$ cat src/rtl/car_pkg.sv
// Shared definitions for the car sprite blocks: FSM state encoding, default
// sprite dimensions and the car-index width helper.
package car_pkg;

  typedef enum logic [2:0] {
    S_IDLE = 3'd0,
    S_LOAD = 3'd1,
    S_DRAW = 3'd2,
    S_NEXT = 3'd3,
    S_DONE = 3'd4
  } car_state_e;

  localparam int CAR_W_DEFAULT = 16;
  localparam int CAR_H_DEFAULT = 32;

  // Car index width never drops below one bit, even for a single car.
  function automatic int idx_width(input int n);
    return (n > 1) ? $clog2(n) : 1;
  endfunction

endpackage

$ cat src/rtl/car_sprite_sequencer_if.sv
// Frame-control and pixel-stream bundle between game logic, the sequencer
// and the pixel painter. iActive exists only when CAR_MASK_EN is defined.
interface car_sprite_sequencer_if
  import car_pkg::*;
#(
  parameter int NUM_CARS = 4,
  parameter int XW       = 10,
  parameter int YW       = 10
) ();

  localparam int IW = idx_width(NUM_CARS);

  logic                   iStart;
  logic [NUM_CARS*XW-1:0] iCarX;
  logic [NUM_CARS*YW-1:0] iCarY;
`ifdef CAR_MASK_EN
  logic [NUM_CARS-1:0]    iActive;
`endif
  logic                   iStall;
  logic                   oPintar;
  logic [XW-1:0]          oX;
  logic [YW-1:0]          oY;
  logic [IW-1:0]          oCarIdx;
  logic                   oBusy;
  logic                   oDone;

  // The sequencer drives the pixel stream and frame status.
  modport master (
    input  iStart, iCarX, iCarY,
`ifdef CAR_MASK_EN
    input  iActive,
`endif
    input  iStall,
    output oPintar, oX, oY, oCarIdx, oBusy, oDone
  );

  modport slave (
    output iStart, iCarX, iCarY,
`ifdef CAR_MASK_EN
    output iActive,
`endif
    output iStall,
    input  oPintar, oX, oY, oCarIdx, oBusy, oDone
  );

endinterface

$ cat src/rtl/sprite_scan_counter.sv
// Column/row raster counter over one CAR_W x CAR_H sprite, with clear,
// advance and a last-pixel flag. Also exposes its next value for look-ahead.
module sprite_scan_counter #(
  parameter int  CAR_W = 16,
  parameter int  CAR_H = 32,
  localparam int CW    = $clog2(CAR_W),
  localparam int RW    = $clog2(CAR_H)
) (
  input  logic          clk,
  input  logic          rst,
  input  logic          clear,
  input  logic          advance,
  output logic [CW-1:0] col_nxt,
  output logic [RW-1:0] row_nxt,
  output logic          last
);

  logic [CW-1:0] col;
  logic [RW-1:0] row;
  logic          col_end;

  assign col_end = (col == CW'(CAR_W - 1));
  assign last    = col_end && (row == RW'(CAR_H - 1));

  // NOTE: every always_comb output gets a default first, so no path leaves it unassigned and no latch is inferred.
  always_comb begin
    col_nxt = col;
    row_nxt = row;
    if (clear) begin
      col_nxt = '0;
      row_nxt = '0;
    end else if (advance) begin
      if (col_end) begin
        col_nxt = '0;
        row_nxt = last ? '0 : row + RW'(1);
      end else begin
        col_nxt = col + CW'(1);
      end
    end
  end

  // NOTE: sequential state uses non-blocking assignments so every register samples pre-edge values.
  always_ff @(posedge clk) begin
    if (rst) begin
      col <= '0;
      row <= '0;
    end else begin
      col <= col_nxt;
      row <= row_nxt;
    end
  end

endmodule

$ cat src/rtl/car_sprite_sequencer.sv
// Scans NUM_CARS car sprites per frame and streams one pixel coordinate per
// accepted cycle. Optional per-car draw mask enabled by CAR_MASK_EN.
module car_sprite_sequencer
  import car_pkg::*;
#(
  parameter int NUM_CARS = 4,
  parameter int CAR_W    = CAR_W_DEFAULT,
  parameter int CAR_H    = CAR_H_DEFAULT,
  parameter int XW       = 10,
  parameter int YW       = 10
) (
  input logic                    iClk,
  input logic                    iReset,
  car_sprite_sequencer_if.master bus
);

  localparam int IW = idx_width(NUM_CARS);
  localparam int CW = $clog2(CAR_W);
  localparam int RW = $clog2(CAR_H);

  car_state_e    state, state_nxt;
  logic [IW-1:0] idx, idx_nxt;
  logic [XW-1:0] snap_x [NUM_CARS];
  logic [YW-1:0] snap_y [NUM_CARS];
  logic [XW-1:0] x_base, x_base_nxt;
  logic [YW-1:0] y_base, y_base_nxt;
  logic          snap_en, clear, advance, last, car_on;
  logic [CW-1:0] col_nxt;
  logic [RW-1:0] row_nxt;

  logic          pintar_q, busy_q, done_q;
  logic [XW-1:0] x_q;
  logic [YW-1:0] y_q;
  logic [IW-1:0] idx_q;

`ifdef CAR_MASK_EN
  logic [NUM_CARS-1:0] snap_active;
  assign car_on = snap_active[idx];
`else
  assign car_on = 1'b1;
`endif

  sprite_scan_counter #(
    .CAR_W (CAR_W),
    .CAR_H (CAR_H)
  ) u_scan (
    .clk     (iClk),
    .rst     (iReset),
    .clear   (clear),
    .advance (advance),
    .col_nxt (col_nxt),
    .row_nxt (row_nxt),
    .last    (last)
  );

  always_comb begin
    state_nxt  = state;
    idx_nxt    = idx;
    x_base_nxt = x_base;
    y_base_nxt = y_base;
    snap_en    = 1'b0;
    clear      = 1'b0;
    advance    = 1'b0;
    case (state)
      S_IDLE: if (bus.iStart) begin
        snap_en   = 1'b1;
        idx_nxt   = '0;
        state_nxt = S_LOAD;
      end
      S_LOAD: begin
        clear      = 1'b1;
        x_base_nxt = snap_x[idx];
        y_base_nxt = snap_y[idx];
        state_nxt  = car_on ? S_DRAW : S_NEXT;
      end
      // The displayed pixel is accepted whenever the painter is not stalling.
      S_DRAW: if (!bus.iStall) begin
        advance = 1'b1;
        if (last) state_nxt = S_NEXT;
      end
      S_NEXT: begin
        if (idx == IW'(NUM_CARS - 1)) begin
          state_nxt = S_DONE;
        end else begin
          idx_nxt   = idx + IW'(1);
          state_nxt = S_LOAD;
        end
      end
      S_DONE:  state_nxt = S_IDLE;
      default: state_nxt = S_IDLE;
    endcase
  end

  always_ff @(posedge iClk) begin
    if (iReset) begin
      state <= S_IDLE;
      idx   <= '0;
    end else begin
      state <= state_nxt;
      idx   <= idx_nxt;
    end
  end

  // Snapshot taken only at frame start, so mid-frame position updates cannot tear the frame.
  always_ff @(posedge iClk) begin
    if (iReset) begin
      // NOTE: this small snapshot array is cleared on reset on purpose; larger storage would normally be left unreset.
      for (int k = 0; k < NUM_CARS; k++) begin
        snap_x[k] <= '0;
        snap_y[k] <= '0;
      end
`ifdef CAR_MASK_EN
      snap_active <= '0;
`endif
    end else if (snap_en) begin
      for (int k = 0; k < NUM_CARS; k++) begin
        snap_x[k] <= bus.iCarX[k*XW +: XW];
        snap_y[k] <= bus.iCarY[k*YW +: YW];
      end
`ifdef CAR_MASK_EN
      snap_active <= bus.iActive;
`endif
    end
  end

  // Outputs are registered from next-cycle values so they line up with the state they describe.
  always_ff @(posedge iClk) begin
    if (iReset) begin
      x_base   <= '0;
      y_base   <= '0;
      pintar_q <= 1'b0;
      x_q      <= '0;
      y_q      <= '0;
      idx_q    <= '0;
      busy_q   <= 1'b0;
      done_q   <= 1'b0;
    end else begin
      x_base   <= x_base_nxt;
      y_base   <= y_base_nxt;
      pintar_q <= (state_nxt == S_DRAW);
      busy_q   <= (state_nxt != S_IDLE);
      done_q   <= (state_nxt == S_DONE);
      if (state_nxt == S_DRAW) begin
        x_q <= x_base_nxt + XW'(col_nxt);
        y_q <= y_base_nxt + YW'(row_nxt);
      end
      if (state_nxt inside {S_LOAD, S_DRAW, S_NEXT}) idx_q <= idx_nxt;
    end
  end

  assign bus.oPintar = pintar_q;
  assign bus.oX      = x_q;
  assign bus.oY      = y_q;
  assign bus.oCarIdx = idx_q;
  assign bus.oBusy   = busy_q;
  assign bus.oDone   = done_q;

endmodule

$ cat src/flat_wrapper.sv
// flat-port wrapper written by rule: the top's interface ports become plain ports
module car_sprite_sequencer_flat import car_pkg::*;
#(
  parameter int NUM_CARS = 4,
  parameter int CAR_W    = CAR_W_DEFAULT,
  parameter int CAR_H    = CAR_H_DEFAULT,
  parameter int XW       = 10,
  parameter int YW       = 10
)
  (iClk, iReset, bus_iStart, bus_iCarX, bus_iCarY, bus_iStall, bus_oPintar, bus_oX, bus_oY, bus_oCarIdx, bus_oBusy, bus_oDone);
  car_sprite_sequencer_if #(.NUM_CARS(NUM_CARS), .XW(XW), .YW(YW)) bus_i ();
  input logic iClk;
  input logic iReset;
  input wire logic [$bits(bus_i.iStart)-1:0] bus_iStart;
  input wire logic [$bits(bus_i.iCarX)-1:0] bus_iCarX;
  input wire logic [$bits(bus_i.iCarY)-1:0] bus_iCarY;
  input wire logic [$bits(bus_i.iStall)-1:0] bus_iStall;
  output wire logic [$bits(bus_i.oPintar)-1:0] bus_oPintar;
  output wire logic [$bits(bus_i.oX)-1:0] bus_oX;
  output wire logic [$bits(bus_i.oY)-1:0] bus_oY;
  output wire logic [$bits(bus_i.oCarIdx)-1:0] bus_oCarIdx;
  output wire logic [$bits(bus_i.oBusy)-1:0] bus_oBusy;
  output wire logic [$bits(bus_i.oDone)-1:0] bus_oDone;
  assign bus_i.iStart = bus_iStart;
  assign bus_i.iCarX = bus_iCarX;
  assign bus_i.iCarY = bus_iCarY;
  assign bus_i.iStall = bus_iStall;
  assign bus_oPintar = bus_i.oPintar;
  assign bus_oX = bus_i.oX;
  assign bus_oY = bus_i.oY;
  assign bus_oCarIdx = bus_i.oCarIdx;
  assign bus_oBusy = bus_i.oBusy;
  assign bus_oDone = bus_i.oDone;
  car_sprite_sequencer #(.NUM_CARS(NUM_CARS), .CAR_W(CAR_W), .CAR_H(CAR_H), .XW(XW), .YW(YW)) u_core (.iClk(iClk), .iReset(iReset), .bus(bus_i));
endmodule
$ cat config.mk
export PLATFORM = sky130hd
export DESIGN_NAME = car_sprite_sequencer_flat
export DESIGN_NICKNAME = d
export VERILOG_FILES = /design/src/rtl/car_pkg.sv /design/src/rtl/car_sprite_sequencer_if.sv /design/src/rtl/sprite_scan_counter.sv /design/src/rtl/car_sprite_sequencer.sv /design/src/flat_wrapper.sv
export SDC_FILE = /design/constraint.sdc
export NUM_CORES = 1
export LEC_CHECK = 0
export BUFFER_PORTS_ARGS = -buffer_cell sky130_fd_sc_hd__buf_4
export CORE_MARGIN = 10
export CORE_UTILIZATION = 54
export DETAILED_ROUTE_END_ITERATION = 10
export PLACE_DENSITY = 0.77
export SLEW_MARGIN = 0
export SYNTH_ARGS = -nofsm -noshare
export SYNTH_HDL_FRONTEND = slang
export SYNTH_SLANG_ARGS = --single-unit
$ cat constraint.sdc
create_clock -name iClk -period 10.2 [get_ports iClk]
set_input_delay 1.02 -clock iClk [delete_from_list [all_inputs] [get_ports iClk]]
set_output_delay 1.02 -clock iClk [all_outputs]
set_load 0.005 [all_outputs]
# Word-level counts from Yosys, hierarchy flattened
# Memories as Yosys holds them, arrays and structs flattened. A register that Yosys moved wholly into a read port is not among the register bits.
# Index checks and enable logic that the tools add are counted.
# Widths: inputs -> output; s select.
[op_classes] bitwise=8 eq_ne=10 n_addsub=5 mux=37 n_reduce_logical=4
[op_table] cell="$mux 10" count=10
[op_table] cell="$mux 5" count=4
[op_table] cell="$eq 3x2->1 const B" count=4
[op_table] cell="$mux 3" count=4
[op_table] cell="$mux 4" count=3
[op_table] cell="$pmux 3 s4" count=1
[op_table] cell="$add 10x4->10" count=1
[op_table] cell="$add 10x5->10" count=1
[op_table] cell="$mux 1" count=10
[op_table] cell="$mux 2" count=4
[op_table] cell="$or 1x1->1" count=8
[op_table] cell="$eq 3x1->1 const B" count=2
[op_table] cell="$reduce_bool 3->1" count=2
[op_table] cell="$add 5x1->5 const B" count=1
[op_table] cell="$eq 5x5->1 const B" count=1
[op_table] cell="$add 4x1->4 const B" count=1
[op_table] cell="$eq 4x4->1 const B" count=1
[op_table] cell="$pmux 2 s2" count=1
[op_table] cell="$eq 3x3->1 const B" count=1
[op_table] cell="$logic_not 3->1" count=1
[op_table] cell="$add 2x1->2 const B" count=1
[op_table] cell="$eq 2x2->1 const B" count=1
[op_table] cell="$logic_and 1x1->1" count=1
[word_totals] regBits=59 memories=2 mem_bits_rw=80 inputBits=84 word_cells=78
[mem_list] name="u_core.snap_x" words=4 width=10 read_ports=1 rd_ports_with_merged_regs=1 write_ports=4 line_no="car_sprite_sequencer.sv:23" source="logic [XW-1:0] snap_x [NUM_CARS];"
[mem_list] name="u_core.snap_y" words=4 width=10 read_ports=1 rd_ports_with_merged_regs=1 write_ports=4 line_no="car_sprite_sequencer.sv:24" source="logic [YW-1:0] snap_y [NUM_CARS];"

# Logic depth before layout (Yosys ltp)
# Gate-level depths: netlist of run 1.
[logic_depth] depth_word=7 mapped_depth=14

# Cells and area by module
# From an unflattened synthesis of run 1, not the netlist that was laid out.
[hier_totals] hier_cells=522 area_unflattened_um2=6311.1
[by_module_without_submodules] module="car_sprite_sequencer" cells_per_inst=461 area_per_inst_um2=5806.8 instances=1
[by_module_without_submodules] module="sprite_scan_counter" cells_per_inst=61 area_per_inst_um2=504.2 instances=1

# Worst setup path after synthesis of run 1
# OpenSTA, ideal clock, no wires.
[synth_timing] path_kind="in2reg" startpoint="in bus_iStart" endpoint="mem u_core.snap_x[0][0], enable pin" t_required_ps=9564 setup_time_ps=636 n_path_buf=0 arrival_ps=7020 setup_slack_ps=2544 stages=2 path_cell_list="nand2b_1 -> o31ai_1"
[synth_lines] element="start: declaration" line_no="flat_wrapper.sv:14" source="input wire logic [$bits(bus_i.iStart)-1:0] bus_iStart;"
[synth_lines] element="end: declaration" line_no="car_sprite_sequencer.sv:23"

# Worst setup path in the final report of run 1
[layout_timing] startpoint="reg u_core.state[0]" endpoint="reg u_core.x_q[8] (netlist: u_core.bus.oX[8])"
[layout_between] word_cells_on_any_way=15
[layout_lines] element="start: declaration" line_no="car_sprite_sequencer.sv:21" source="car_state_e state, state_nxt;"
[layout_lines] element="start signal: assignment" line_no="car_sprite_sequencer.sv:99" source="state <= state_nxt;"
[layout_lines] element="$eq 3x1->1" line_no="car_sprite_sequencer.sv:64" source="case (state)"
[layout_lines] element="$mux 10" line_no="car_sprite_sequencer.sv:64"
[layout_lines] element="net u_core.x_base_nxt[0]" line_no="car_sprite_sequencer.sv:25" source="logic [XW-1:0] x_base, x_base_nxt;"
[layout_lines] element="$add 10x4->10" line_no="car_sprite_sequencer.sv:144" source="x_q <= x_base_nxt + XW'(col_nxt);"
[layout_lines] element="end signal: assignment" line_no="car_sprite_sequencer.sv:144"
[layout_lines] element="end: declaration" line_no="car_sprite_sequencer.sv:32" source="logic [XW-1:0] x_q;"
# The timed path passes the listed nets, and every way through them passes these cells.
# A chain may end at the register's enable or synchronous reset.

==> results of run 1 <==
layer usage:
layer,part of all wire [%],routed length (µm)
met5,0,0
met3,6.4,873
met4,1.4,194
met2,48,6450
met1,44,6010
sequential cells by signal, indices dropped and copies added, names as in the netlist, 2 cells and up:
signal,cells
u_core.bus.oX,10
u_core.idx,2
u_core.bus.oY,10
u_core.x_base,10
u_core.bus.oCarIdx,2
u_core.snap_y,40
u_core.y_base,10
u_core.state,3
u_core.snap_x,40
u_core.u_scan.col,4
u_core.u_scan.row,5
final cells by class:
cell class	count	area [µm²]	area share (%)
clock inverter	12	105	1.34
multi-input combinational	338	2670	34.0
sequential	139	3580	45.7
clock buffer	20	437	5.56
tap	143	179	2.28
inverter	8	30.0	0.383
timing repair buffer	113	848	10.8
worst register-to-register path: stages (launching register included):
cell,delay [ns]
sky130_fd_sc_hd__dfxtp_1,0.69
sky130_fd_sc_hd__nor3b_4,0.27
sky130_fd_sc_hd__buf_4,0.48
sky130_fd_sc_hd__mux2_2,0.45
sky130_fd_sc_hd__ha_1,0.24
sky130_fd_sc_hd__fa_1,0.40
sky130_fd_sc_hd__a21o_1,0.19
sky130_fd_sc_hd__a21oi_1,0.26
sky130_fd_sc_hd__nor3_2,0.09
sky130_fd_sc_hd__and3b_1,0.19
sky130_fd_sc_hd__o31ai_1,0.22
through the flow:
| stage | cell area, µm² | hold WS (ns) |
|---|---|---|
| 3_5_place_dp | 7310 | 0.450 |
| 6_report | 7850 | 0.453 |
| 4_1_cts | 7850 | 0.457 |
| 5_1_grt | 7850 | 0.470 |
| 3_3_place_gp | 7310 | 0.444 |
| 2_1_floorplan | 6420 | 0.448 |
cell families after synthesis:
logic type      after synthesis
simple gates                206
flops                       139
compound gates               64
mux                          45
buf+inv                      39
fa+ha+maj                    14
xor+xnor                      9
power by group through the flow:
stage,logic [mW],registers (mW),clock network (mW)
6_report,0.149,0.661,0.570
5_1_grt,0.164,0.665,0.604
4_1_cts,0.150,0.661,0.577
3_5_place_dp,0.149,0.673,0
3_3_place_gp,0.145,0.669,0
2_1_floorplan,0.0958,0.669,0
final timing paths:
kind	end	slack (ns)	cells past startpoint
min	u_core.bus.oY[2]$_SDFFE_PP0P_	0.45	2
max	u_core.bus.oX[8]$_SDFFE_PP0P_	6.64	10
min reg2reg	u_core.bus.oY[2]$_SDFFE_PP0P_	0.45	2
max reg2reg	u_core.bus.oX[8]$_SDFFE_PP0P_	6.64	10
cell usage in the layout, fill, tap and decap left out, drive strengths merged, types with 3 or more instances in the layout:
cell type,Yosys,layout
clkinv,0,10
clkbuf,19,20
a31oi,6,6
nor3,10,10
mux4,20,20
mux2,9,9
o22ai,3,3
o21ai,10,10
nor2b,3,3
xnor2,7,7
edfxtp,80,80
nor2,40,40
nand2,22,22
mux2i,16,16
ha,12,12
buf,12,113
nand2b,4,4
a21oi,14,14
or2,3,3
nand3,11,11
and2,95,95
a21o,5,5
o31ai,3,3
dfxtp,59,59
inv,8,8
a211oi,8,8
and3,4,4
==> results by stage, run 1 <==
Clock network:
- The clock reaches the later pin of the worst-skew pair after 0.42 ns.
- The CTS clock-pin slew for the worst setup and hold paths is 0.06 ns.
- Post-CTS repair changed the size of 0 cells.
- TritonCTS built the clock tree.
- In this run the clock root is driven by a sky130_fd_sc_hd__clkbuf_16.
- Hold repair after CTS inserted 0 buffers.
- The level count of the clock H-tree is 4.
- In this run the deepest clock path goes through 2 buffers.
- The clock buffer count from CTS is 17.
- The tree built by TritonCTS fans out to 139 sinks.
- The buffer count from post-CTS setup fixing is 0.

GRT:
- Global routing used 26.5% of the available met2 tracks.
- The layer carrying the most global-route usage is met2.
- The via count of the first global-routing pass is 4509.
- The global-route track usage on met3 is 5.51%.
- The global-route wire length before repair is 22300 µm.
- The number of antenna violations at the first check in global routing was 0.
- For met1 alone, demand over resource in global routing was 21.8%.
- The all-layer global routing usage is 17.0%.
- The total global routing overflow is 0.
- Entering global routing, the biggest net connects 81 pins.

Worst setup path:
- The kind of start point of the critical path is a flop.
- The element type at the critical path end is a flop.
- In this run the worst path has a maximum fanout of 39.
- Together, buffers and inverters on the worst path number 1.
- The start point of the critical path is u_core.state[0]$_SDFF_PP0_.
- For the worst setup path, the data arrival time is 3.89 ns.
- The startpoint identified for the worst register-to-register timing path is u_core.state[0]$_SDFF_PP0_.
- The library cell contributing the largest single delay on the critical path is sky130_fd_sc_hd__dfxtp_1.
- The critical path goes through nor3b_4, buf_4, mux2_2, ha_1, fa_1, a21o_1, a21oi_1, nor3_2, and3b_1, o31ai_1.
- The path type of the worst setup path is flop to flop.
- The required time of the worst setup path is 10.53 ns.
- On the critical path the largest part of the delay comes from flip-flops.
- The largest single stage delay on the critical path is 0.69 ns.

Layout:
- From synthesis to final layout, the design area changed by 22.2%.
- In the final layout, the share of cells above drive strength 1 is 29.0%.
- For this run, the number of standard cells in the final layout without fillers is 773.
- The final standard cell utilization of the core is 68.2%.
- The count of fill cells added during filler insertion is 850.
- The final antenna diode count is 0.
- After the last flow step, the layout net total stands at 715.

Timing:
- The final worst-path setup slack is 6.64 ns.
- The final critical path time including I/O delays and setup is 3.56 ns.
- The maximum clock frequency is 0.281 GHz.
- The number of hold violations in the final report is 0.
- The transition time at the pin with the least slew margin is 1.01 ns.
- Adding up every negative setup slack in the final design gives 0 ns.
- For the final database, setup skew stands at 0.00458 ns.
- The worst path uses 34.9% of the clock period.
- The number of setup violations in the final report is 0.
- The worst relative slew slack is 32.6%.
- Setup repair after global routing left no endpoint under its margin.
- The final-report max-slew violation count is 0.

Logic synthesis:
- By instance count, the leading cell after synthesis is sky130_fd_sc_hd__and2_1.
- The dominant combinational cell family by area after synthesis is simple AND/OR/NAND/NOR gates.
- The top flip-flop cell by instance count after synthesis is sky130_fd_sc_hd__edfxtp_1.
- The instance count of the mapped netlist is 516.
- The share of the synthesized area in the top cell type is 37.4%.
- The number of enable flip-flop cells after synthesis is 80.
- During synthesis, Yosys emitted a total of 0 warnings.
- Summed over all instances, the cell type with the most area after synthesis is sky130_fd_sc_hd__edfxtp_1.
- Sorting the synthesized cells by how often they occur yields sky130_fd_sc_hd__and2_1 (95), sky130_fd_sc_hd__edfxtp_1 (80), sky130_fd_sc_hd__dfxtp_1 (59).
- After synthesis the netlist holds a flip-flop and latch count of 139.
- The fraction of registers with async set/reset is 0%.
- For this run, the register share of the synthesized area comes to 55.8%.
- The post-synthesis net count is 614.
- The post-synthesis instance area is 6420 µm².
- Summing the areas of all and, or, nand and nor instances in the mapped netlist gives 18.1% of the synthesized area.
- After synthesis, the cell types taking the most area are sky130_fd_sc_hd__edfxtp_1 (37%), sky130_fd_sc_hd__dfxtp_1 (18%), sky130_fd_sc_hd__and2_1 (9.3%).
- The mean instance size in the synthesized netlist is 12.4 µm².
- The complex-gate fraction of the synthesized area is 7.25%.
- The adder-cell share of the synthesized area is 2.96%.
- The mux contribution to synthesized area is 11.6%.
- The number of distinct standard cells referenced by the synthesized netlist is 61.
- The xor/xnor cell area share of the yosys netlist is 1.23%.

Power:
- The clock network accounts for 41.3% of the total power.
- Total power for the finished layout comes to 1.38 mW.
- The register share of total power is 47.9%.
- VDD sags by at most 104 µV.
- The total internal power is 1.07 mW.
- The leakage power is 3.19 nW.
- Summed over all nets, the switching power comes to 0.309 mW.
- Net switching is 22.4% of the power.
- Power spread over the standard cell area amounts to 176 nW/µm².
- Per report_power, the combinational group accounts for 10.8% of the total.

Flow run:
- The number of maximum-capacitance constraint violations is 0.

Die:
- The core footprint is 11500 µm².
- The chip width is 129 µm.
- The top-level I/O count is 109.
- Once the floorplan was initialized, standard cells occupied 55.8% of the core.
- In this run the vertical extent of the chip is 129 µm.
- The full die area is 16700 µm².
- The floorplan row count is 39.

Hold path:
- In this run the most critical hold path is launched from u_core.bus.oY[2]$_SDFFE_PP0P_.
- The path class of the tightest hold or removal check is flop to flop.

Route:
- The total iterations of the first detailed-routing run is 4.
- The total via count in the routed design is 4223.
- After detailed routing, the number of remaining DRC violations is 0.
- In this run the remaining antenna-violating nets after routing total 0.
- The total routed wirelength is 13500 µm.
- In this run, the number of DRC markers left after iteration 0 of detailed routing was 273.
- In the final routed layout, each cell accounts on average for 17.5 µm.
- The post-detailed-route via-to-cell ratio is 5.46.

Placement:
- Routability-driven placement finished with a final weighted congestion of 0.879.
- The total placed cells including tap cells is 741.
- The number of buffer cells added on primary ports is 108.
- The pre-CTS setup slack is 6.25 ns.
- Detailed placement finished with a half-perimeter wire length of 9550 µm.

Run status:
- The run finished with clean final reports.
(Power assumes the default switching activity.)
==> run 2: changes to the inputs <==
clock period = 3.7 ns   (was 10.2 ns; I/O delays follow)
==> run 2 against run 1 <==
Power rose to 2.7 times the previous value. Register-to-register slack lost 6.3 ns. Critical path depth rose by 1. Final cell count grew 0.91%. Global-route usage up 0.32 points. Highest routed layer unchanged. Count of clock-buffer cells in the layout is 11 higher. Die area unchanged. First-iteration DRC count is 46% higher. Clock skew increased by 0.0024 ns. Critical endpoint is now u_core.bus.oY[9]$_SDFFE_PP0P_. Via count up 1.6%. Clock power rose to 2.7 times the previous value.
==> results by stage, run 2 (same netlist as run 1, synthesis figures left out) <==
Run status:
- The run finished with clean final reports.

Placement:
- The number of buffer cells added on primary ports is 108.
- The HPWL after detailed placement is 10200 µm.
- The weighted congestion reported at the end of routability-driven placement is 0.898.
- Before CTS, the worst setup slack after placement is 0.465 ns.
- The total placed instance area is 7370 µm².

Worst setup path:
- Of all nets on the critical path, the largest fanout is 9.
- On the worst path, the slowest cell contributes a delay of 0.53 ns.
- The arrival time at the worst endpoint is 3.64 ns.
- Data on the critical path is required at its endpoint by 3.99 ns.
- The worst setup path is captured at a flop.
- The depth of the most critical reg-to-reg path is 11.
- STA classifies the critical path startpoint as a flop.
- The largest individual stage delay along the critical path comes from the cell sky130_fd_sc_hd__dfxtp_1.
- The critical path is of the flop to flop type.
- Walking the worst path, the cells encountered are nor4b_4, and3_1, mux2i_1, or2_1, inv_1, ha_1, a211oi_1, o21ai_0, a311oi_1, a31oi_1, o311ai_0.

Clock network:
- The cell sitting at the root of the clock tree is a sky130_fd_sc_hd__clkbuf_16.
- The clock tree from TritonCTS is done.
- TritonCTS created 17 clock buffers.
- In this run the deepest clock path goes through 2 buffers.
- The level count of the clock H-tree is 4.
- Post-CTS repair changed the size of 0 cells.
- After clock tree synthesis, the flow added hold-fix buffers numbering 0.
- The number of sinks handled by clock tree synthesis is 139.
- The CTS clock-pin slew for the worst setup and hold paths is 0.06 ns.
- The clock latency at the later pin of the worst-skew pair is 0.41 ns.
- Once the clock tree was built, the setup fixing pass inserted 0 buffers.

Layout:
- The count of fill cells added during filler insertion is 823.
- The library cell used most frequently in the layout, excluding fill and tap cells, is sky130_fd_sc_hd__buf_4.
- The final net count is 722.
- The finished cells cover 7910 µm².
- In the final layout, the registers with the most flip-flops are u_core.snap_x (40), u_core.snap_y (40).
- Leaving out fill and tap cells, the most frequent cells in the layout are sky130_fd_sc_hd__buf_4 (119), sky130_fd_sc_hd__and2_1 (95), sky130_fd_sc_hd__edfxtp_1 (80).
- 0 antenna diodes ended up in the layout.
- The share of layout cells above drive strength 1 is 29.4%.
- The layout overhead on the synthesized area is 23.1%.

GRT:
- The global-route wire length before repair is 22600 µm.
- The total global routing overflow is 0.
- The all-layer global routing usage is 17.4%.
- The number of antenna violations at the first check in global routing is 0.
- Entering global routing, the biggest net connects 81 pins.
- The via count of the first global-routing pass came to 4541.

Hold path:
- The worst hold path belongs to the class primary input to flop.
- The count of cells along the worst hold path is 2.

Route:
- In the routed design, unresolved DRC markers number 0.
- The first routing iteration left 398 violations.
- The average wire per cell in the routed design is 18.0 µm.
- The final layout contains routed wiring with a total length of 14100 µm.
- The total iterations of the first detailed-routing run is 5.
- The detailed router placed 4289 vias in this run.
- The count of nets left with antenna violations once routing finished came out at 0.
- Using the TritonRoute via totals, the vias-per-cell ratio works out to 5.50.

Die:
- The floorplan row count is 39.
- The core region is 11500 µm².
- The full die area is 16700 µm².
- For this configuration, the core starts out at a cell density of 55.8%.
- Measured along the y axis, the die boundary spans 129 µm.
- Measured along the x axis, the die boundary spans 129 µm.
- The top-level I/O count is 109.

Timing:
- The tightest hold path in the finished design has a slack of 0.238 ns.
- The maximum clock frequency is 0.299 GHz.
- Setup slack on the critical path of the routed design comes to 0.352 ns.
- The number of hold violations in the final report came to 0.
- The worst relative slew slack is 62.6%.
- For the pin with the worst max-slew slack, the measured transition is 0.560 ns.
- Setup repair after global routing left no endpoint under its margin.
- The final-layout setup total negative slack is 0 ns.
- The worst-case clock skew is 0.00701 ns.
- The final-report max-slew violation count came to 0.
- The final critical path time including I/O delays and setup is 3.35 ns.
- In the finished design, the share of the clock period the worst path needs comes to 90.5%.
- The number of setup violations in the final report is 0.

Power:
- In this run the power density over the cells is 477 nW/µm².
- IR analysis of the VDD net gives a maximum drop of 301 µV.
- For this design the static power due to leakage is 3.22 nW.

Flow run:
- The number of maximum-capacitance constraint violations is 0.
run 2: changes by cell type in the layout (fill, tap and decap cells not counted):
cell	delta
sky130_fd_sc_hd__bufinv_16	-2
sky130_fd_sc_hd__buf_12	+1
sky130_fd_sc_hd__clkbuf_16	+1
sky130_fd_sc_hd__clkbuf_1	+7
sky130_fd_sc_hd__clkinv_2	-5
sky130_fd_sc_hd__clkbuf_8	+3
sky130_fd_sc_hd__clkinv_1	-4
sky130_fd_sc_hd__buf_4	+6
run 2: final timing paths:
check | start | end | slack, ns
worst max-delay path | u_core.state[1]$_SDFF_PP0_ | u_core.bus.oY[9]$_SDFFE_PP0P_ | 0.35
worst min-delay path | bus_iCarX[28] | u_core.snap_x[2][8]$_SDFFCE_PN0P_ | 0.24
worst max register to register | u_core.state[1]$_SDFF_PP0_ | u_core.bus.oY[9]$_SDFFE_PP0P_ | 0.35
worst min register to register | u_core.bus.oX[0]$_SDFFE_PP0P_ | u_core.bus.oX[0]$_SDFFE_PP0P_ | 0.46
run 2: power by group:
| group | switching [mW] | internal [mW] | total (mW) | leakage (nW) |
|---|---|---|---|---|
| Combinational | 0.214 | 0.208 | 0.422 | 1.62 |
| Clock | 0.578 | 0.952 | 1.53 | 0.259 |
| Sequential | 0.0460 | 1.77 | 1.82 | 1.34 |
run 2: per-layer routing:
| layer | global-route usage [%] | vias up | routed length, µm |
|---|---|---|---|
| li1 | - | 2077 | - |
| met1 | 21.3 | 2044 | 5940 |
| met2 | 28.3 | 150 | 6950 |
| met3 | 5.42 | 18 | 935 |
| met4 | 6.56 | 0 | 242 |
| met5 | 0 | - | 0 |
run 2: stage by stage:
stage,power (mW),instances,util [%]
4_1_cts,3.80,780,68.7
3_3_place_gp,2.25,748,64.0
6_report,3.77,780,68.7
3_5_place_dp,2.27,748,64.0
2_1_floorplan,2.10,516,-
5_1_grt,3.92,780,68.7
run 2: layout make-up:
type                            instances  area, µm²  area share [%]
Sequential cell                       139       3580            45.3
Clock inverter                          1       5.00          0.0633
Inverter                                8       30.0           0.380
Tap cell                              143        179            2.26
Clock buffer                           31        529            6.69
Multi-Input combinational cell        338       2670            33.7
Timing Repair Buffer                  120        913            11.6
run 2: critical path, delay by kind of cell, from the launching register on:
kind	cells	cell delay [ns]
multiplexers	1	0.23
AND/OR/NAND/NOR	3	1.01
buffers and inverters	1	0.08
AO/OA/AOI/OAI	5	1.05
flip-flops	1	0.53
adder cells (fa/ha/maj)	1	0.32
==> run 3: changes to the inputs <==
BUFFER_PORTS_ARGS = -buffer_cell sky130_fd_sc_hd__buf_2   (was -buffer_cell sky130_fd_sc_hd__buf_4)
==> run 3 against run 2 <==
Register-to-register slack got worse by 0.07 ns. Critical path depth did not move. Via count fell by 0.79%. Global-route usage barely moved. Final cell count shrank 0.26%. Setup slack worse by 0.069 ns. First-iteration DRC count decreased by 29%. Critical endpoint is now u_core.bus.oY[8]$_SDFFE_PP0P_. Non-clock buffer count decreased by 2. Sequential share of layout area grew 1.0 points. Die area is the same. Final area down 2.2%. Combinational power shrank 7.3%.
==> results by stage, run 3 (same netlist as run 1, synthesis figures left out) <==
Run status:
- The run finished with clean final reports.

Worst setup path:
- STA puts the critical path data arrival time at 3.73 ns.
- The element type at the critical path end is a flop.
- The slack of the worst reg-to-reg path is 0.28 ns.
- The path type of the worst setup path is flop to flop.
- Counting both buffers and inverters, the worst setup path holds a total of 1.
- The worst register-to-register path ends at u_core.bus.oY[8]$_SDFFE_PP0P_.
- The depth of the most critical reg-to-reg path is 11.
- The top cell family by delay on the critical path is simple AND/OR/NAND/NOR gates.
- The launching point of the worst reg2reg path is u_core.state[2]$_SDFF_PP0_.
- The required time of the worst setup path is 4.01 ns.
- The library cell contributing the largest single delay on the critical path is sky130_fd_sc_hd__nor4b_4.
- The kind of start point of the critical path is a flop.
- The critical-path maximum fanout is 12.
- Walking the worst path, the cells encountered are nor4b_4, and3_1, mux2i_1, nor2_1, ha_1, inv_1, fa_1, nand2b_1, a21oi_1, o21ai_2, o311ai_0.
- On the worst path, the slowest cell contributes a delay of 0.70 ns.

Die:
- The initialized floorplan defines 39 standard-cell rows.
- The vertical die dimension is 129 µm.
- For this configuration, the core starts out at a cell density of 55.8%.
- The die is 129 µm wide.
- The full die area is 16700 µm².
- The core footprint is 11500 µm².
- The top-level I/O count is 109.

Layout:
- At the end of the flow, the number of nets in the layout was 720.
- The share of layout cells above drive strength 1 is 30.1%.
- Leaving out fill and tap cells, the most frequent cells in the layout are sky130_fd_sc_hd__buf_2 (108), sky130_fd_sc_hd__and2_1 (95), sky130_fd_sc_hd__edfxtp_1 (80).
- The largest registers in the layout are u_core.snap_x (40), u_core.snap_y (40).
- The design area is 7730 µm².
- The final antenna diode count is 0.
- The count of fill cells added during filler insertion is 841.
- For this run, the number of standard cells in the final layout without fillers is 778.
- The most frequent standard cell in the layout excluding fill and tap cells is sky130_fd_sc_hd__buf_2.
- Compared with the post-synthesis result, the final layout area differs by 20.3%.

Timing:
- The portion of the clock cycle consumed by the worst path in the final layout is 92.4%.
- Setup repair after global routing left no endpoint under its margin.
- For the pin with the worst max-slew slack, the measured transition is 0.829 ns.
- The number of hold violations in the final report is 0.
- The worst relative slew slack is 44.7%.
- The worst path meets setup with 0.283 ns of slack.
- The worst path in the final design needs a cycle of 3.42 ns, including I/O delays and setup.
- The maximum clock frequency is 0.293 GHz.
- The final-layout setup total negative slack is 0 ns.
- The worst-case clock skew is 0.0191 ns.
- The final-report max-slew violation count came to 0.
- Setup violations remaining at the end of the flow were counted as 0.

GRT:
- The all-layer global routing usage is 17.3%.
- The total global routing overflow is 0.
- The via count of the first global-routing pass is 4531.
- The first global-routing pass estimated 22500 µm of wire.
- The number of antenna violations at the first check in global routing is 0.
- Entering global routing, the biggest net connects 81 pins.

Placement:
- The wire-length estimate of the detail-placed layout is 10000 µm.
- The number of buffer cells added on primary ports is 108.
- Before CTS, the worst setup slack after placement is 0.379 ns.
- Once placement finished, the instance area stood at 7100 µm².
- The number of placed instances, taps included, is 746.
- The congestion estimate from routability-driven global placement came to 0.852.

Clock network:
- The number of gates resized after CTS is 0.
- Clock latency on the worst-skew pair, taken at its later pin, is 0.43 ns.
- The number of hold buffers added after CTS is 0.
- The CTS clock-pin slew for the worst setup and hold paths is 0.06 ns.
- The number of clock buffers added by TritonCTS is 17.
- Counting along the longest clock path gives a buffer depth of 2.
- Clock tree synthesis found a total of 139 sinks.
- The level count of the clock H-tree is 4.
- TritonCTS built the clock tree.
- The buffer count from post-CTS setup fixing is 0.
- The buffer type at the clock tree root is sky130_fd_sc_hd__clkbuf_16.

Hold path:
- The path class of the tightest hold or removal check is primary input to flop.
- The path with the worst hold slack has its endpoint at u_core.snap_y[0][0]$_SDFFCE_PN0P_.
- The start point of the worst hold path is bus_iCarY[0].
- The count of cells along the worst hold path is 2.

Route:
- Across all layers, the routed design uses 4255 vias.
- The DRC marker count from the first detailed-route iteration is 284.
- After detailed routing, the number of remaining DRC violations is 0.
- The total iterations of the first detailed-routing run is 5.
- In this run the remaining antenna-violating nets after routing total 0.
- Dividing the detail-routed via count by the number of cells gives 5.47.
- The average wire per cell in the routed design is 17.7 µm.
- The total routed wirelength is 13800 µm.

Flow run:
- The number of maximum-capacitance constraint violations is 0.

Power:
- IR analysis of the VDD net gives a maximum drop of 269 µV.
- After layout, the design draws a total of 4.01 mW.
- The leakage power is 3.18 nW.
- Dividing total power by cell area gives a power density of 519 nW/µm².
## run 3: worst max-delay path by stage
| stage | startpoint | to | slack, ns | depth (start not counted) |
|---|---|---|---|---|
| 6_report | u_core.state[2]$_SDFF_PP0_ | u_core.bus.oY[8]$_SDFFE_PP0P_ | 0.28 | 11 |
| 5_1_grt | u_core.state[2]$_SDFF_PP0_ | u_core.bus.oY[8]$_SDFFE_PP0P_ | 0.03 | 11 |
| 4_1_cts | u_core.state[2]$_SDFF_PP0_ | u_core.bus.oY[8]$_SDFFE_PP0P_ | 0.33 | 11 |
| 3_5_place_dp | u_core.state[2]$_SDFF_PP0_ | u_core.bus.oY[8]$_SDFFE_PP0P_ | 0.38 | 12 |
| 3_3_place_gp | u_core.state[2]$_SDFF_PP0_ | u_core.bus.oY[8]$_SDFFE_PP0P_ | 0.46 | 11 |
| 2_1_floorplan | u_core.state[2]$_SDFF_PP0_ | u_core.snap_x[0][0]$_SDFFCE_PN0P_ | 0.55 | 2 |
## run 3: final cells by class
type / instances / area, µm² / share of cell area, %
clock inverters: 15 / 204 / 2.64
repair buffers: 118 / 641 / 8.29
multi-input cells: 338 / 2670 / 34.5
clock buffers: 17 / 425 / 5.50
well taps: 143 / 179 / 2.32
inverters: 8 / 30.0 / 0.389
flip-flops and latches: 139 / 3580 / 46.4
## run 3: layer usage
| layer | GRT usage, % | wire length, µm |
|---|---|---|
| met1 | 21.5 | 6120 |
| met2 | 27.6 | 6610 |
| met3 | 5.51 | 873 |
| met4 | 7.02 | 193 |
| met5 | 0 | 0 |
## run 3: worst register-to-register path, delay by kind of cell (launching register included)
kind	cells	cell delay, ns
multiplexers	1	0.15
adder cells (fa/ha/maj)	2	0.58
AO/OA/AOI/OAI	3	0.60
buffers and inverters	1	0.06
AND/OR/NAND/NOR	4	1.42
flip-flops	1	0.50
## run 3: per-stage QoR
step / util (%) / hold WS (ns)
finish: 67.1 / 0.213
global route: 67.1 / 0.208
detailed placement: 61.6 / 0.450
global placement: 61.6 / 0.439
CTS: 67.1 / 0.201
floorplan: - / 0.448
## run 3: where the power goes
part / internal, mW / switching, mW
sequential: 1.77 / 0.0444
clock: 1.18 / 0.621
combinational: 0.177 / 0.214
